<file path="src/rtl/cmdregs_pkg.sv">
// cmdregs_pkg: address map and small helpers shared by the cmdregs register bank.
package cmdregs_pkg;

   localparam int unsigned ADDR_W = 7;
   localparam int unsigned DATA_W = 32;

   localparam logic [ADDR_W-1:0] ADDR_ID         = 7'h00;
   localparam logic [ADDR_W-1:0] ADDR_SCRATCH    = 7'h01;
   localparam logic [ADDR_W-1:0] ADDR_EVT_STATUS = 7'h02;
   localparam logic [ADDR_W-1:0] ADDR_EVT_MASK   = 7'h03;
   localparam logic [ADDR_W-1:0] ADDR_STROBE     = 7'h04;
   localparam logic [ADDR_W-1:0] ADDR_WR_COUNT   = 7'h05;
   localparam logic [ADDR_W-1:0] ADDR_CTRL_BASE  = 7'h10;
   localparam logic [ADDR_W-1:0] ADDR_STAT_BASE  = 7'h20;

   // STROBE bit that doubles as the shadow commit when shadowing is built in.
   localparam int unsigned COMMIT_BIT = 31;

   // True when address a selects word k of the window starting at base.
   function automatic logic word_sel(input logic [ADDR_W-1:0] a,
                                     input logic [ADDR_W-1:0] base,
                                     input int unsigned       k);
      return a == (base + ADDR_W'(k));
   endfunction

endpackage

</file>
<file path="src/rtl/cmdregs_evt.sv">
// cmdregs_evt: rising-edge capture of 32 event lines into a sticky W1C status
// register, an RW mask, and a registered interrupt from status & mask.
module cmdregs_evt
   import cmdregs_pkg::*;
(
   input  logic              clk,
   input  logic              rst,
   input  logic [DATA_W-1:0] evt,
   input  logic              status_wr,
   input  logic              mask_wr,
   input  logic [DATA_W-1:0] wdat,
   output logic [DATA_W-1:0] status,
   output logic [DATA_W-1:0] mask,
   output logic              irq
);

   logic [DATA_W-1:0] evt_d;
   logic [DATA_W-1:0] status_q;
   logic [DATA_W-1:0] status_d;
   logic [DATA_W-1:0] mask_q;
   logic [DATA_W-1:0] rise;
   logic [DATA_W-1:0] clr;
   logic              irq_q;

   // Next status: W1C clear first, then new edges, so a same-cycle set wins.
   always_comb begin
      rise     = evt & ~evt_d;
      clr      = status_wr ? wdat : '0;
      status_d = (status_q & ~clr) | rise;
   end

   // Previous-cycle copy of the event lines; reset to 0 so a line held high
   // through reset registers as an edge on the first cycle after release.
   always_ff @(posedge clk or negedge rst) begin
      if (!rst) begin
         evt_d <= '0;
      end else begin
         evt_d <= evt;
      end
   end

   // Sticky status register.
   always_ff @(posedge clk or negedge rst) begin
      if (!rst) begin
         status_q <= '0;
      end else begin
         status_q <= status_d;
      end
   end

   // Interrupt mask.
   always_ff @(posedge clk or negedge rst) begin
      if (!rst) begin
         mask_q <= '0;
      end else if (mask_wr) begin
         mask_q <= wdat;
      end
   end

   // Registered interrupt; lags any status or mask change by one cycle.
   always_ff @(posedge clk or negedge rst) begin
      if (!rst) begin
         irq_q <= 1'b0;
      end else begin
         irq_q <= |(status_q & mask_q);
      end
   end

   assign status = status_q;
   assign mask   = mask_q;
   assign irq    = irq_q;

endmodule

</file>
<file path="src/rtl/cmdregs.sv">
// cmdregs: register bank behind the cmdspi command slave. Provides ID, scratch,
// sticky events with interrupt, self-clearing strobes, a write counter, CTRL
// words and a registered STAT snapshot. Read data is combinational from addr.
// Build option CMDREGS_SHADOW_EN: CTRL writes land in shadow registers that are
// copied to ctrl_o together when STROBE is written with bit 31 set.
module cmdregs
   import cmdregs_pkg::*;
#(
   parameter int unsigned N_CTRL   = 8,
   parameter int unsigned N_STAT   = 8,
   parameter logic [31:0] ID_VALUE = 32'hC0DE0001
) (
   input  logic                     clk,
   input  logic                     rst,
   input  logic                     we,
   input  logic [ADDR_W-1:0]        addr,
   input  logic [DATA_W-1:0]        wdat,
   output logic [DATA_W-1:0]        rdat,
   output logic [DATA_W*N_CTRL-1:0] ctrl_o,
   input  logic [DATA_W*N_STAT-1:0] stat_i,
   input  logic [DATA_W-1:0]        evt_i,
   output logic [DATA_W-1:0]        strobe_o,
   output logic                     irq_o
);

   logic              wr_scratch;
   logic              wr_evt_status;
   logic              wr_evt_mask;
   logic              wr_strobe;
   logic [N_CTRL-1:0] wr_ctrl;

   logic [DATA_W-1:0] scratch_q;
   logic [DATA_W-1:0] strobe_q;
   logic [DATA_W-1:0] wr_count_q;
   logic [DATA_W-1:0] ctrl_q  [N_CTRL];
   logic [DATA_W-1:0] ctrl_rd [N_CTRL];
   logic [DATA_W-1:0] stat_q  [N_STAT];
   logic [DATA_W-1:0] evt_status;
   logic [DATA_W-1:0] evt_mask;

   // Write decode; CTRL words beyond N_CTRL never match and are dropped.
   always_comb begin
      wr_scratch    = we && (addr == ADDR_SCRATCH);
      wr_evt_status = we && (addr == ADDR_EVT_STATUS);
      wr_evt_mask   = we && (addr == ADDR_EVT_MASK);
      wr_strobe     = we && (addr == ADDR_STROBE);
      wr_ctrl       = '0;
      for (int unsigned k = 0; k < N_CTRL; k++) begin
         wr_ctrl[k] = we && word_sel(addr, ADDR_CTRL_BASE, k);
      end
   end

   // Scratch register.
   always_ff @(posedge clk or negedge rst) begin
      if (!rst) begin
         scratch_q <= '0;
      end else if (wr_scratch) begin
         scratch_q <= wdat;
      end
   end

   // Strobes: a write pulses for exactly the next cycle; back-to-back writes
   // give back-to-back pulses.
   always_ff @(posedge clk or negedge rst) begin
      if (!rst) begin
         strobe_q <= '0;
      end else begin
         strobe_q <= wr_strobe ? wdat : '0;
      end
   end

   // Count of write cycles to any address, wrapping at 2^32.
   always_ff @(posedge clk or negedge rst) begin
      if (!rst) begin
         wr_count_q <= '0;
      end else if (we) begin
         wr_count_q <= wr_count_q + 32'd1;
      end
   end

`ifdef CMDREGS_SHADOW_EN
   logic [DATA_W-1:0] shadow_q [N_CTRL];
   logic              commit;

   assign commit = wr_strobe && wdat[COMMIT_BIT];

   // CTRL writes land in the shadows only.
   always_ff @(posedge clk or negedge rst) begin
      if (!rst) begin
         for (int unsigned k = 0; k < N_CTRL; k++) begin
            shadow_q[k] <= '0;
         end
      end else begin
         for (int unsigned k = 0; k < N_CTRL; k++) begin
            if (wr_ctrl[k]) begin
               shadow_q[k] <= wdat;
            end
         end
      end
   end

   // Commit copies every shadow to the live words at once, in step with the
   // strobe_o[31] pulse.
   always_ff @(posedge clk or negedge rst) begin
      if (!rst) begin
         for (int unsigned k = 0; k < N_CTRL; k++) begin
            ctrl_q[k] <= '0;
         end
      end else if (commit) begin
         for (int unsigned k = 0; k < N_CTRL; k++) begin
            ctrl_q[k] <= shadow_q[k];
         end
      end
   end

   // Software reads back the pending shadow values.
   always_comb begin
      for (int unsigned k = 0; k < N_CTRL; k++) begin
         ctrl_rd[k] = shadow_q[k];
      end
   end
`else
   // CTRL writes drive the live words directly.
   always_ff @(posedge clk or negedge rst) begin
      if (!rst) begin
         for (int unsigned k = 0; k < N_CTRL; k++) begin
            ctrl_q[k] <= '0;
         end
      end else begin
         for (int unsigned k = 0; k < N_CTRL; k++) begin
            if (wr_ctrl[k]) begin
               ctrl_q[k] <= wdat;
            end
         end
      end
   end

   // Readback is the live value.
   always_comb begin
      for (int unsigned k = 0; k < N_CTRL; k++) begin
         ctrl_rd[k] = ctrl_q[k];
      end
   end
`endif

   // Whole-word snapshot of stat_i every cycle so a read is coherent.
   always_ff @(posedge clk or negedge rst) begin
      if (!rst) begin
         for (int unsigned k = 0; k < N_STAT; k++) begin
            stat_q[k] <= '0;
         end
      end else begin
         for (int unsigned k = 0; k < N_STAT; k++) begin
            stat_q[k] <= stat_i[DATA_W*k +: DATA_W];
         end
      end
   end

   cmdregs_evt u_evt (
      .clk       (clk),
      .rst       (rst),
      .evt       (evt_i),
      .status_wr (wr_evt_status),
      .mask_wr   (wr_evt_mask),
      .wdat      (wdat),
      .status    (evt_status),
      .mask      (evt_mask),
      .irq       (irq_o)
   );

   // Pack the live CTRL words onto the flat output bus.
   always_comb begin
      ctrl_o = '0;
      for (int unsigned k = 0; k < N_CTRL; k++) begin
         ctrl_o[DATA_W*k +: DATA_W] = ctrl_q[k];
      end
   end

   assign strobe_o = strobe_q;

   // Read mux: combinational, the SPI slave samples it one clock later.
   always_comb begin
      case (addr)
         ADDR_ID:         rdat = ID_VALUE;
         ADDR_SCRATCH:    rdat = scratch_q;
         ADDR_EVT_STATUS: rdat = evt_status;
         ADDR_EVT_MASK:   rdat = evt_mask;
         ADDR_WR_COUNT:   rdat = wr_count_q;
         default:         rdat = '0;
      endcase
      for (int unsigned k = 0; k < N_CTRL; k++) begin
         if (word_sel(addr, ADDR_CTRL_BASE, k)) begin
            rdat = ctrl_rd[k];
         end
      end
      for (int unsigned k = 0; k < N_STAT; k++) begin
         if (word_sel(addr, ADDR_STAT_BASE, k)) begin
            rdat = stat_q[k];
         end
      end
   end

endmodule

</file>
<file path="config.mk">
export PLATFORM = sky130hd
export DESIGN_NAME = cmdregs
export DESIGN_NICKNAME = d
export VERILOG_FILES = /design/src/rtl/cmdregs_pkg.sv /design/src/rtl/cmdregs_evt.sv /design/src/rtl/cmdregs.sv
export SDC_FILE = /design/constraint.sdc
export NUM_CORES = 1
export LEC_CHECK = 0
export BUFFER_PORTS_ARGS = -buffer_cell sky130_fd_sc_hd__buf_4
export CAP_MARGIN = 20
export CORE_MARGIN = 5
export CORE_UTILIZATION = 49
export DETAILED_ROUTE_END_ITERATION = 16
export HOLD_SLACK_MARGIN = 0.15
export PLACE_DENSITY = 0.81
export SLEW_MARGIN = 25
export SYNTH_ARGS = -nofsm -noshare
export SYNTH_HDL_FRONTEND = slang
export SYNTH_SLANG_ARGS = --single-unit
</file>
<file path="constraint.sdc">
create_clock -name clk -period 1.7 [get_ports clk]
set_input_delay 0 -clock clk [delete_from_list [all_inputs] [get_ports clk]]
set_output_delay 0 -clock clk [all_outputs]
set_load 0.03 [all_outputs]
</file>
==> flow_results.xml, run 1 <==
<?xml version="1.0" encoding="UTF-8"?>
<metrics>
  <group name="clock_network">
    <metric name="htree_levels" unit="">3</metric>
    <metric name="cts_max_path_buffers" unit="">3</metric>
    <metric name="tritoncts.num_buffers" unit="">74</metric>
    <metric name="cts.root.buffer_cell" unit="">sky130_fd_sc_hd__clkbuf_16</metric>
    <metric name="numClockSinks" unit="">705</metric>
  </group>
  <group name="synthesis">
    <metric name="synth_enable_flop_cells" unit="">0</metric>
    <metric name="synth_common_cells" unit="">sky130_fd_sc_hd__dfrtp_1 (705), sky130_fd_sc_hd__mux2_2 (280), sky130_fd_sc_hd__nand2_1 (122), sky130_fd_sc_hd__nor2_1 (112), sky130_fd_sc_hd__a21oi_1 (99)</metric>
    <metric name="post_synth_main_area_contributors" unit="">sky130_fd_sc_hd__dfrtp_1 (60%), sky130_fd_sc_hd__mux2_2 (11%), sky130_fd_sc_hd__mux2_1 (2.5%)</metric>
    <metric name="synth_seq_cells" unit="">705</metric>
    <metric name="yosys.area.top_type_share" unit="">0.599</metric>
    <metric name="synth_fp_nets" unit="">2700</metric>
    <metric name="synth_sequential_area_ratio" unit="">0.599</metric>
    <metric name="synth_warnings" unit="">0</metric>
    <metric name="yosysTopAreaCell" unit="">sky130_fd_sc_hd__dfrtp_1</metric>
    <metric name="postSynthAreaPerCell" unit="µm²">12.4</metric>
    <metric name="asyncSetResetFlopFracSynth" unit="">1.00</metric>
    <metric name="netlist_instances" unit="">2369</metric>
    <metric name="synth.cell_area" unit="mm²">0.0294</metric>
    <metric name="synth-main-ff-cell" unit="">sky130_fd_sc_hd__dfrtp_1</metric>
    <metric name="post_synth_num_cell_types" unit="">81</metric>
    <metric name="synth.most_common_cell" unit="">sky130_fd_sc_hd__dfrtp_1</metric>
  </group>
  <group name="place">
    <metric name="placement.io_buffers" unit="">650</metric>
    <metric name="globalplace.congestion" unit="">1.02</metric>
    <metric name="cell_area_after_placement" unit="mm²">0.0393</metric>
    <metric name="place.detailed.hpwl" unit="µm">110000</metric>
  </group>
  <group name="die">
    <metric name="ioPinCount" unit="">651</metric>
    <metric name="placement_rows" unit="">89</metric>
    <metric name="die_h" unit="µm">255</metric>
    <metric name="floorplan.die.width" unit="µm">255</metric>
    <metric name="initial_utilization" unit="">0.497</metric>
  </group>
  <group name="timing">
    <metric name="endpoint_type" unit="">output port</metric>
    <metric name="post_grt_worst_ep" unit="">rdat[14]</metric>
  </group>
  <group name="run_status">
    <metric name="error_line" unit="">[ERROR GRT-0232] Routing congestion too high. Check the congestion heatmap in the GUI.</metric>
    <metric name="status" unit="">aborted with a tool error</metric>
    <metric name="failed_stage" unit="">5_1_grt</metric>
  </group>
  <group name="global_routing">
    <metric name="grt_antenna_before_repair" unit="">41</metric>
    <metric name="grt-ovfl-total" unit="">3</metric>
    <metric name="pin_count_of_the_biggest_net_entering_global_routing" unit="">90</metric>
    <metric name="grtUsageTotal" unit="">0.713</metric>
  </group>
</metrics>
per-layer routing:
metal | GRT overflow | GRT usage
met1 | 0 | 0.710
met2 | 1 | 0.854
met3 | 0 | 0.614
met4 | 2 | 0.642
met5 | 0 | 0.438
through the flow:
step	worst slack (ns)	cells	utilization
CTS	-0.775	4873	0.825
global placement	-0.810	4122	0.664
floorplan	-0.132	2369	-
detailed placement	-0.777	4122	0.664
cell families after synthesis:
logic type | count (synthesis) | share of synthesized area
fa+ha+maj | 1 | 0.000425
xor+xnor | 31 | 0.00922
compound gates | 533 | 0.124
mux | 419 | 0.157
flops | 705 | 0.599
buf+inv | 231 | 0.0329
simple gates | 449 | 0.0772
timing repair:
item / in CTS
endpoints found under the hold margin: 1384
gates resized for setup: 207
buffers inserted: 22
pin swaps: 104
setup endpoints to repair: 51
hold buffers: 614
==> inputs of run 2 (changes only) <==
--- a/config.mk
+++ b/config.mk
@@ -8,10 +8,9 @@
 export BUFFER_PORTS_ARGS = -buffer_cell sky130_fd_sc_hd__buf_4
 export CAP_MARGIN = 20
 export CORE_MARGIN = 5
-export CORE_UTILIZATION = 49
+export CORE_UTILIZATION = 40
 export DETAILED_ROUTE_END_ITERATION = 16
-export HOLD_SLACK_MARGIN = 0.15
-export PLACE_DENSITY = 0.81
+export PLACE_DENSITY_LB_ADDON = 0.15
 export SLEW_MARGIN = 25
 export SYNTH_ARGS = -nofsm -noshare
 export SYNTH_HDL_FRONTEND = slang
==> constraint.sdc (replaced) <==
create_clock -name clk -period 2.2 [get_ports clk]
set_input_delay 0 -clock clk [delete_from_list [all_inputs] [get_ports clk]]
set_output_delay 0 -clock clk [all_outputs]
set_load 0.03 [all_outputs]
==> run 2 against run 1 <==
The flow now finishes, with violations (negative hold slack, negative setup slack). Synthesized cell count did not move. Area after synthesis unchanged.
==> flow_results.xml, run 2 <==
<?xml version="1.0" encoding="UTF-8"?>
<metrics>
  <group name="die">
    <metric name="fp.coreArea" unit="mm²">0.0730</metric>
    <metric name="die_h" unit="µm">281</metric>
    <metric name="floorplan.die.width" unit="µm">281</metric>
    <metric name="initial_utilization" unit="">0.404</metric>
    <metric name="placement_rows" unit="">99</metric>
    <metric name="fp.dieArea" unit="mm²">0.0791</metric>
    <metric name="ioPinCount" unit="">651</metric>
  </group>
  <group name="synthesis">
    <metric name="yosysTopAreaCell" unit="">sky130_fd_sc_hd__dfrtp_1</metric>
    <metric name="postSynthAreaPerCell" unit="µm²">12.4</metric>
    <metric name="netlist_instances" unit="">2369</metric>
    <metric name="post_synth_main_area_contributors" unit="">sky130_fd_sc_hd__dfrtp_1 (60%), sky130_fd_sc_hd__mux2_2 (11%), sky130_fd_sc_hd__mux2_1 (2.5%)</metric>
    <metric name="synth_warnings" unit="">0</metric>
    <metric name="synth_common_cells" unit="">sky130_fd_sc_hd__dfrtp_1 (705), sky130_fd_sc_hd__mux2_2 (280), sky130_fd_sc_hd__nand2_1 (122), sky130_fd_sc_hd__nor2_1 (112), sky130_fd_sc_hd__a21oi_1 (99)</metric>
    <metric name="synth.cell_area" unit="mm²">0.0294</metric>
    <metric name="synth.most_common_cell" unit="">sky130_fd_sc_hd__dfrtp_1</metric>
    <metric name="synth_seq_cells" unit="">705</metric>
    <metric name="yosys.area.top_type_share" unit="">0.599</metric>
    <metric name="asyncSetResetFlopFracSynth" unit="">1.00</metric>
    <metric name="synth_fp_nets" unit="">2700</metric>
    <metric name="synth-main-ff-cell" unit="">sky130_fd_sc_hd__dfrtp_1</metric>
    <metric name="synth_sequential_area_ratio" unit="">0.599</metric>
    <metric name="synth_enable_flop_cells" unit="">0</metric>
    <metric name="post_synth_num_cell_types" unit="">81</metric>
  </group>
  <group name="route">
    <metric name="ant_nets" unit="">0</metric>
    <metric name="drt_wl_total" unit="µm">156000</metric>
    <metric name="dr.pass1.iters" unit="">6</metric>
    <metric name="viasPerCell" unit="">5.79</metric>
    <metric name="drt-wirelength-per-cell" unit="µm">32.2</metric>
    <metric name="met2RoutedLength" unit="µm">74300</metric>
    <metric name="maxUsedRoutingLayer" unit="">met4</metric>
    <metric name="num_vias" unit="">27996</metric>
    <metric name="drc" unit="">0</metric>
    <metric name="wl_met3" unit="µm">14300</metric>
    <metric name="wire_length_on_met1" unit="µm">57500</metric>
    <metric name="detailedRoute.firstIterationViolations" unit="">2717</metric>
  </group>
  <group name="place">
    <metric name="numPlacedInstances" unit="">4133</metric>
    <metric name="cell_area_after_placement" unit="mm²">0.0378</metric>
    <metric name="placement.io_buffers" unit="">650</metric>
    <metric name="preCtsSetupSlack" unit="ns">-0.323</metric>
    <metric name="place.detailed.hpwl" unit="µm">112000</metric>
    <metric name="globalplace.congestion" unit="">0.974</metric>
  </group>
  <group name="global_routing">
    <metric name="grt_antenna_before_repair" unit="">9</metric>
    <metric name="grtUsageTotal" unit="">0.381</metric>
    <metric name="grt-ovfl-total" unit="">0</metric>
    <metric name="first_global_vias" unit="">29442</metric>
    <metric name="grt_first_pass_wirelength" unit="µm">216000</metric>
    <metric name="pin_count_of_the_biggest_net_entering_global_routing" unit="">101</metric>
  </group>
  <group name="clock_network">
    <metric name="clock_latency_on_the_worst_skew_pair" unit="ns">0.64</metric>
    <metric name="cts_max_path_buffers" unit="">3</metric>
    <metric name="cts.root.buffer_cell" unit="">sky130_fd_sc_hd__clkbuf_16</metric>
    <metric name="htree_levels" unit="">3</metric>
    <metric name="clk_pin_slew_worst_paths" unit="ns">0.06</metric>
    <metric name="numClockSinks" unit="">705</metric>
    <metric name="tritoncts.num_buffers" unit="">79</metric>
    <metric name="tritoncts" unit="">built</metric>
  </group>
  <group name="setup_path">
    <metric name="arrival" unit="ns">2.51</metric>
    <metric name="worst_r2r_path_depth" unit="">7</metric>
    <metric name="critPathLaunchType" unit="">flip-flop</metric>
    <metric name="end_kind" unit="">primary output</metric>
    <metric name="critical_path_required_time" unit="ns">2.20</metric>
    <metric name="criticalPathCategory" unit="">reg2out</metric>
    <metric name="timing.critical_path.fanout_max" unit="">2</metric>
  </group>
  <group name="power">
    <metric name="cellPowerDensity" unit="mW/mm²">731</metric>
    <metric name="leakagePower" unit="nW">22.4</metric>
    <metric name="max-vdd-ir-drop" unit="mV">0.617</metric>
  </group>
  <group name="layout">
    <metric name="post_layout_inst_area" unit="mm²">0.0474</metric>
    <metric name="fillCellCount" unit="">5428</metric>
    <metric name="final_cells" unit="">4832</metric>
    <metric name="fin_nets" unit="">4135</metric>
    <metric name="layout_common_cells" unit="">sky130_fd_sc_hd__buf_4 (969), sky130_fd_sc_hd__dfrtp_1 (688), sky130_fd_sc_hd__dlygate4sd3_1 (509), sky130_fd_sc_hd__mux2_2 (272), sky130_fd_sc_hd__nand2_1 (117)</metric>
    <metric name="area_growth_syn_to_layout" unit="%">61.1</metric>
    <metric name="drive_gt1_frac" unit="">0.426</metric>
    <metric name="layout.cells.most_common" unit="">sky130_fd_sc_hd__buf_4</metric>
  </group>
  <group name="timing">
    <metric name="clock.fmax" unit="GHz">0.398</metric>
    <metric name="final_min_period" unit="ns">2.51</metric>
    <metric name="finalWorstSetupSlack" unit="ns">-0.310</metric>
    <metric name="post-route-period-util" unit="">1.14</metric>
    <metric name="final_max_slew_viol_count" unit="">0</metric>
    <metric name="final-setup-viol-count" unit="">28</metric>
    <metric name="worst-slew-pin-transition" unit="ns">0.634</metric>
    <metric name="hold_viol" unit="">1</metric>
    <metric name="grt_setup_unrepaired" unit="">true</metric>
    <metric name="max_slew_margin" unit="">0.565</metric>
    <metric name="clock_tree_skew_after_final_layout" unit="ns">0.0245</metric>
    <metric name="fin_hold_ws" unit="ns">-0.00762</metric>
    <metric name="timing.setup.tns" unit="ns">-3.78</metric>
  </group>
  <group name="min_path">
    <metric name="hp-class" unit="">in2reg</metric>
    <metric name="holdPathStages" unit="">2</metric>
  </group>
  <group name="run_status">
    <metric name="failing_checks" unit="">negative hold slack, negative setup slack</metric>
    <metric name="status" unit="">finished with violations</metric>
  </group>
  <group name="flow_run">
    <metric name="drv.max_cap_violation_count" unit="">0</metric>
  </group>
</metrics>
[run 2: path summary, 6_finish.rpt]
path	from	to	slack, ns
max reg2reg	wr_count_q[0]	wr_count_q[20]	0.19
max	stat_q[60]	rdat[28]	-0.31
max in group asynchronous	rst	stat_q[227]	1.47
min in group asynchronous	rst	ctrl_o[227]	0.19
min	stat_i[88]	stat_q[184]	-0.008
min reg2reg	scratch_q[23]	scratch_q[23]	0.49
[run 2: per-layer routing]
| layer | GRT usage | vias up |
|---|---|---|
| li1 | - | 11465 |
| met1 | 0.473 | 14434 |
| met2 | 0.627 | 1665 |
| met3 | 0.101 | 432 |
| met4 | 0.180 | 0 |
| met5 | 0 | - |
[run 2: cell families after synthesis]
| group | after synthesis | share of synthesized area |
|---|---|---|
| compound gates | 533 | 0.124 |
| flops | 705 | 0.599 |
| simple gates | 449 | 0.0772 |
| buf+inv | 231 | 0.0329 |
| mux | 419 | 0.157 |
| xor+xnor | 31 | 0.00922 |
| fa+ha+maj | 1 | 0.000425 |
[run 2: power breakdown]
group	internal (mW)	switching, mW
clock network	8.19	5.85
registers	13.8	0.798
logic	2.72	3.32
total	24.7	9.96
[run 2: critical path, stage by stage (launching register included)]
cell and delay (ns):
sky130_fd_sc_hd__dfrtp_1 0.38, sky130_fd_sc_hd__mux2_4 0.29, sky130_fd_sc_hd__a222oi_1 0.37, sky130_fd_sc_hd__buf_4 0.20, sky130_fd_sc_hd__nand4_1 0.09, sky130_fd_sc_hd__a21oi_2 0.26, sky130_fd_sc_hd__a31oi_4 0.09, sky130_fd_sc_hd__buf_6 0.17
[run 2: timing repair]
item,4_1_cts,5_1_grt
pin swaps,104,62
endpoints found under the setup margin,32,32
hold buffers,510,0
buffers inserted,45,15
hold endpoints to repair,1383,0
resized for setup,221,65
[run 2: metrics by stage]
step,power (mW),util
finish,34.7,0.650
global route,35.6,0.650
CTS,34.4,0.644
detailed placement,19.6,0.518
global placement,19.5,0.518
floorplan,16.6,-
[run 2: layout make-up]
| class | count | area [µm²] | share of cell area |
|---|---|---|---|
| diodes | 5 | 12.5 | 0.000264 |
| clock buffers | 106 | 2200 | 0.0463 |
| clock inverters | 39 | 541 | 0.0114 |
| inverters | 45 | 169 | 0.00356 |
| multi-input cells | 1433 | 12300 | 0.259 |
| flip-flops and latches | 705 | 17700 | 0.372 |
| well taps | 959 | 1200 | 0.0253 |
| repair buffers | 1540 | 13400 | 0.282 |
Power figures use the tool's default switching activity.
